## src/rtl/frog_position_ctrl.sv

```systemverilog
`default_nettype none
// ============================================================================
// Module   : frog_position_ctrl
// Purpose  : Keeps the frog's row/column on the LED grid from one-cycle
//            direction pulses, clamped at the grid edges. Runs the
//            PLAY / WIN / DEAD hold sequence with respawn, and counts goals
//            in a saturating score counter. Row 0 is the start row and
//            row ROWS-1 is the goal row.
// Ports    : clock, reset (sync, active-high)
//            up/down/left/right  one-cycle move pulses
//            hit                 car collision at the frog's cell (level)
//            frog_row/frog_col   registered position
//            win                 one-cycle pulse on the first WIN cycle
//            dead                high in every DEAD cycle
//            busy                high whenever not in PLAY
//            score               goals reached, saturating
// Config   : define FROG_MOVE_COOLDOWN_EN to drop move pulses for COOLDOWN
//            cycles after every accepted move.
// Revision : 1.0  initial release
// ============================================================================
module frog_position_ctrl #(
    parameter int ROWS        = 8,
    parameter int COLS        = 8,
    parameter int START_COL   = 3,
    parameter int HOLD_CYCLES = 4,
    parameter int SCORE_W     = 4,
    parameter int COOLDOWN    = 2
) (
    input  logic                    clock,
    input  logic                    reset,
    input  logic                    up,
    input  logic                    down,
    input  logic                    left,
    input  logic                    right,
    input  logic                    hit,
    output logic [$clog2(ROWS)-1:0] frog_row,
    output logic [$clog2(COLS)-1:0] frog_col,
    output logic                    win,
    output logic                    dead,
    output logic                    busy,
    output logic [SCORE_W-1:0]      score
);

    localparam int ROW_W  = $clog2(ROWS);
    localparam int COL_W  = $clog2(COLS);
    localparam int HOLD_W = (HOLD_CYCLES > 1) ? $clog2(HOLD_CYCLES) : 1;

    localparam logic [ROW_W-1:0]   ROW_PRE_GOAL = ROW_W'(ROWS - 2);
    localparam logic [COL_W-1:0]   COL_LAST     = COL_W'(COLS - 1);
    localparam logic [COL_W-1:0]   COL_START    = COL_W'(START_COL);
    localparam logic [HOLD_W-1:0]  HOLD_LAST    = HOLD_W'(HOLD_CYCLES - 1);
    localparam logic [SCORE_W-1:0] SCORE_MAX    = {SCORE_W{1'b1}};

    typedef enum logic [1:0] {
        ST_PLAY = 2'd0,
        ST_WIN  = 2'd1,
        ST_DEAD = 2'd2
    } state_t;

    state_t              state_q, state_d;
    logic [ROW_W-1:0]    row_q, row_d;
    logic [COL_W-1:0]    col_q, col_d;
    logic [SCORE_W-1:0]  score_q, score_d;
    logic [HOLD_W-1:0]   hold_q, hold_d;
    logic                win_q, win_d;
    logic                move_ok;
    logic                move_taken;

`ifdef FROG_MOVE_COOLDOWN_EN
    localparam int CD_W = $clog2(COOLDOWN + 1);
    logic [CD_W-1:0] cd_q, cd_d;
`else
    // Without the lockout the move-taken flag and COOLDOWN have no consumer.
    logic unused_cfg;
    assign unused_cfg = move_taken ^ (COOLDOWN > 0);
`endif

    always_comb begin
        state_d    = state_q;
        row_d      = row_q;
        col_d      = col_q;
        score_d    = score_q;
        hold_d     = hold_q;
        win_d      = 1'b0;
        move_ok    = 1'b1;
        move_taken = 1'b0;
`ifdef FROG_MOVE_COOLDOWN_EN
        move_ok = (cd_q == '0);
        cd_d    = (cd_q != '0) ? cd_q - 1'b1 : cd_q;
`endif

        case (state_q)
            ST_PLAY: begin
                hold_d = '0;
                if (hit) begin
                    state_d = ST_DEAD;
                end else if (move_ok) begin
                    // Only the highest-priority pulse is looked at; a clamped
                    // one does not fall through to a lower-priority pulse.
                    if (up) begin
                        row_d      = row_q + 1'b1;
                        move_taken = 1'b1;
                        if (row_q == ROW_PRE_GOAL) begin
                            state_d = ST_WIN;
                            win_d   = 1'b1;
                            if (score_q != SCORE_MAX) begin
                                score_d = score_q + 1'b1;
                            end
                        end
                    end else if (down) begin
                        if (row_q != '0) begin
                            row_d      = row_q - 1'b1;
                            move_taken = 1'b1;
                        end
                    end else if (left) begin
                        if (col_q != '0) begin
                            col_d      = col_q - 1'b1;
                            move_taken = 1'b1;
                        end
                    end else if (right) begin
                        if (col_q != COL_LAST) begin
                            col_d      = col_q + 1'b1;
                            move_taken = 1'b1;
                        end
                    end
                end
            end
            ST_WIN, ST_DEAD: begin
                // Inputs are ignored here; the counter alone ends the hold.
                if (hold_q == HOLD_LAST) begin
                    state_d = ST_PLAY;
                    row_d   = '0;
                    col_d   = COL_START;
                    hold_d  = '0;
                end else begin
                    hold_d = hold_q + 1'b1;
                end
`ifdef FROG_MOVE_COOLDOWN_EN
                cd_d = '0;
`endif
            end
            default: begin
                state_d = ST_PLAY;
                hold_d  = '0;
            end
        endcase

`ifdef FROG_MOVE_COOLDOWN_EN
        if (move_taken) begin
            cd_d = CD_W'(COOLDOWN);
        end
`endif
    end

    always_ff @(posedge clock) begin
        if (reset) begin
            state_q <= ST_PLAY;
            row_q   <= '0;
            col_q   <= COL_START;
            score_q <= '0;
            hold_q  <= '0;
            win_q   <= 1'b0;
`ifdef FROG_MOVE_COOLDOWN_EN
            cd_q    <= '0;
`endif
        end else begin
            state_q <= state_d;
            row_q   <= row_d;
            col_q   <= col_d;
            score_q <= score_d;
            hold_q  <= hold_d;
            win_q   <= win_d;
`ifdef FROG_MOVE_COOLDOWN_EN
            cd_q    <= cd_d;
`endif
        end
    end

    assign frog_row = row_q;
    assign frog_col = col_q;
    assign score    = score_q;
    assign win      = win_q;
    assign dead     = (state_q == ST_DEAD);
    assign busy     = (state_q != ST_PLAY);

endmodule
`default_nettype wire

```

## config.mk

```make
export PLATFORM = sky130hd
export DESIGN_NAME = frog_position_ctrl
export DESIGN_NICKNAME = d
export VERILOG_FILES = /design/src/rtl/frog_position_ctrl.sv
export SDC_FILE = /design/constraint.sdc
export NUM_CORES = 1
export LEC_CHECK = 0
export ABC_AREA = 1
export CORE_ASPECT_RATIO = 0.9
export CORE_UTILIZATION = 40
export CTS_CLUSTER_DIAMETER = 100
export DETAILED_ROUTE_END_ITERATION = 8
export GPL_TIMING_DRIVEN = 0
export PLACE_DENSITY = 0.75
export SKIP_LAST_GASP = 1
export SLEW_MARGIN = 20
export SYNTH_ARGS = -nofsm -noshare
export SYNTH_HDL_FRONTEND = slang
export SYNTH_SLANG_ARGS = --single-unit
```

## constraint.sdc

```tcl
create_clock -name clock -period 1.8 [get_ports clock]
set_input_delay 0.54 -clock clock [delete_from_list [all_inputs] [get_ports clock]]
set_output_delay 0.54 -clock clock [all_outputs]
set_load 0.02 [all_outputs]
```

==> impl_results.md <==
- Post-DP Area: 1170 um^2
- Final total power: 0.883 mW
- Full die area: 2580 um^2
- Gate Count Post-Synth: 136
- Routed WL per cell: 10.9 um
- Synth top area cells: dfxtp_1, nand2_1, nand3_1
- First-iteration detailed-routing DRC count: 26
- Post-CTS setup buffers: 0
- TritonCTS clock tree: yes
- Port Buffers: 18
- Initial antenna violation count: 0
- GRT Overall Usage: 18.0%
- Pre-antenna DRT Iters: 4
- WL final: 2020 um
- I/O Pins: 20
- Max-cap violations: 0
- Root buf cell: clkbuf_4
- Fin crit share: 96.5%
- Main combinational cell family by area after synthesis: simple AND/OR/NAND/NOR gates
- Post-synthesis compound-gate area fraction: 4.73%
- Post-synthesis simple-gate area fraction: 43.8%
- HP Class: reg2reg
- Die Ht: 48.3 um
- Seq cells post-synth: 15
- Synth Area in XOR/XNOR: 1.84%
- Register clock-pin slew on the reported worst setup and hold paths: 0.09 ns
- Layout cells sized above 1: 16.5%
- Post-synth net total: 149
- CTS Hold Bufs: 0
- GPL Wtd Cong: 0.791
- Number of global-route vias before repair: 779
- Least-Margin Pin Slew: 0.242 ns
- CP Data Arrival Time: 1.20 ns
- Synth top area share: 31.5%
- P&R area growth vs syn: 24.4%
- DR vias: 947
- Post-synthesis mux area share: 0%
- Mapped Area: 952 um^2
- Adder-Cell Fraction of Synth Area: 9.46%
- First-pass GRT wire length: 3240 um
- Max-slew violation count: 0
- Status: finished, final reports clean
- Nets@finish: 172
- Rows: 16
- Final Hold Viols: 0
- CTS H-Tree Depth: 1
- Clk_skew: 0.00560 ns
- Synth unique cells: 27
- Maximum clock path buffer count: 2
- CTS Buf Count: 3
- Min Clock Period, post-route: 1.74 ns
- Core area: 2200 um^2
- Number of diodes: 0
- Hpwl dp: 1560 um
- DRC viols: 0
- Largest net degree at the start of global routing: 11
- CP Class: reg2out
- Die width: 53.4 um
- CTS sink cnt: 15
- Rel. slew slack: 83.7%
- Leakage: 0.589 nW
- Post-Synthesis Mean Instance Area: 7.00 um^2
- Worst EP required: 1.26 ns
- Vias per inst: 5.12
- Sequential element share of the synthesized area: 31.5%
- Final Cell Area: 1180 um^2
- Power per cell area: 746 nW/um^2
- Critical Path Sink Type: primary output
- Fmax: 576 MHz
- Final Setup Violations: 0
- Non-Filler Instances: 185
- Maximum vdd drop: 0.579 mV
- Synth warn: 0
- Cells after DPL: 181
- Grt total ovfl: 0
- RSZ-0062 raised after global routing: true
- Detail Route Antenna Nets: 0
- Crit-path max FO: 10
- CP Launch Type: register
- Initial core utilization: 43.2%
- Latest clock arrival within the worst-skew pair: 0.28 ns
- Yosys top cell by area: dfxtp_1
state kept, by name, summed over array words and instances, names as in the netlist:
signal and flops:
frog_row 3, win 1, score 4, frog_col 3, state_q 2, hold_q 2
cells in the mapped netlist, drive strengths merged:
cell,instances
nor2,18
nor4,1
xor2,1
nand4,1
buf,2
ha,4
o21ai,3
nand3b,1
inv,17
xnor2,1
nand2,41
nor3b,1
nor3,3
fa,2
nand3,17
a21oi,6
or2,1
dfxtp,15
and3,1
routing by layer:
| layer | share of wire (%) | GRT usage, % | routed length [um] |
|---|---|---|---|
| met1 | 46 | 23.4 | 933 |
| met3 | 5.3 | 2.80 | 107 |
| met2 | 46 | 28.7 | 934 |
| met5 | 0 | 0 | 0 |
| met4 | 2.3 | 11.1 | 46 |
cell families after synthesis:
| family | after synthesis |
|---|---|
| AND/OR/NAND/NOR | 85 |
| XOR/XNOR | 2 |
| adder cells (fa/ha/maj) | 6 |
| flip-flops | 15 |
| AO/OA/AOI/OAI | 9 |
| buffers and inverters | 19 |
power breakdown:
group          switching, mW  total (mW)  internal (mW)
clock                  0.110       0.196         0.0861
sequential            0.0261       0.382          0.356
combinational          0.186       0.305          0.120
total                  0.321       0.883          0.562
critical path, stage by stage, from the launching register on:
cell,delay [ns]
dfxtp_2,0.34
inv_1,0.05
ha_1,0.20
buf_6,0.14
inv_2,0.07
buf_6,0.11
metrics by stage:
step	hold slack (ns)	setup TNS [ns]	worst slack (ns)	util (%)
finish	0.440	0	0.0627	53.8
floorplan	0.408	0	0.377	-
global route	0.467	-0.00341	-0.00341	53.8
global placement	0.418	-1.33	-0.215	53.0
detailed placement	0.438	-1.44	-0.232	53.0
CTS	0.451	-0.139	-0.139	53.5
cell usage in the layout (no fill, tap or decap), drive strengths merged:
cell           Yosys  final
xor2               1      1
nor3               3      3
clkdlybuf4s50      0      5
or2                1      1
nand2             41     41
xnor2              1      1
o21ai              3      3
nand3b             1      1
buf                2      3
dlymetal6s2s       0      1
nand4              1      1
inv               17     17
clkbuf             0      4
nor4               1      1
dlygate4sd2        0     11
ha                 4      4
fa                 2      2
dfxtp             15     15
nand3             17     17
nor3b              1      1
and3               1      1
a21oi              6      6
nor2              18     18
final timing paths:
| check | cells past startpoint | slack, ns | from | end |
|---|---|---|---|---|
| min | 1 | 0.44 | hold_q[0] | hold_q[0] |
| min reg2reg | 1 | 0.44 | hold_q[0] | hold_q[0] |
| max | 5 | 0.06 | state_q[0] | busy |
| max reg2reg | 7 | 0.25 | state_q[0] | frog_row[1] |
repair_timing:
action	4_1_cts	5_1_grt
pin swaps	0	0
setup endpoints to repair	12	3
gates resized for setup	13	7
cell type report:
| class | count | area [um^2] |
|---|---|---|
| Timing Repair Buffer | 18 | 170 |
| Fill cell | 230 | 1020 |
| Clock buffer | 4 | 26.3 |
| Multi-Input combinational cell | 102 | 569 |
| Sequential cell | 15 | 303 |
| Tap cell | 27 | 33.8 |
| Buffer | 2 | 18.8 |
| Inverter | 17 | 63.8 |
(Power assumes the default switching activity.)
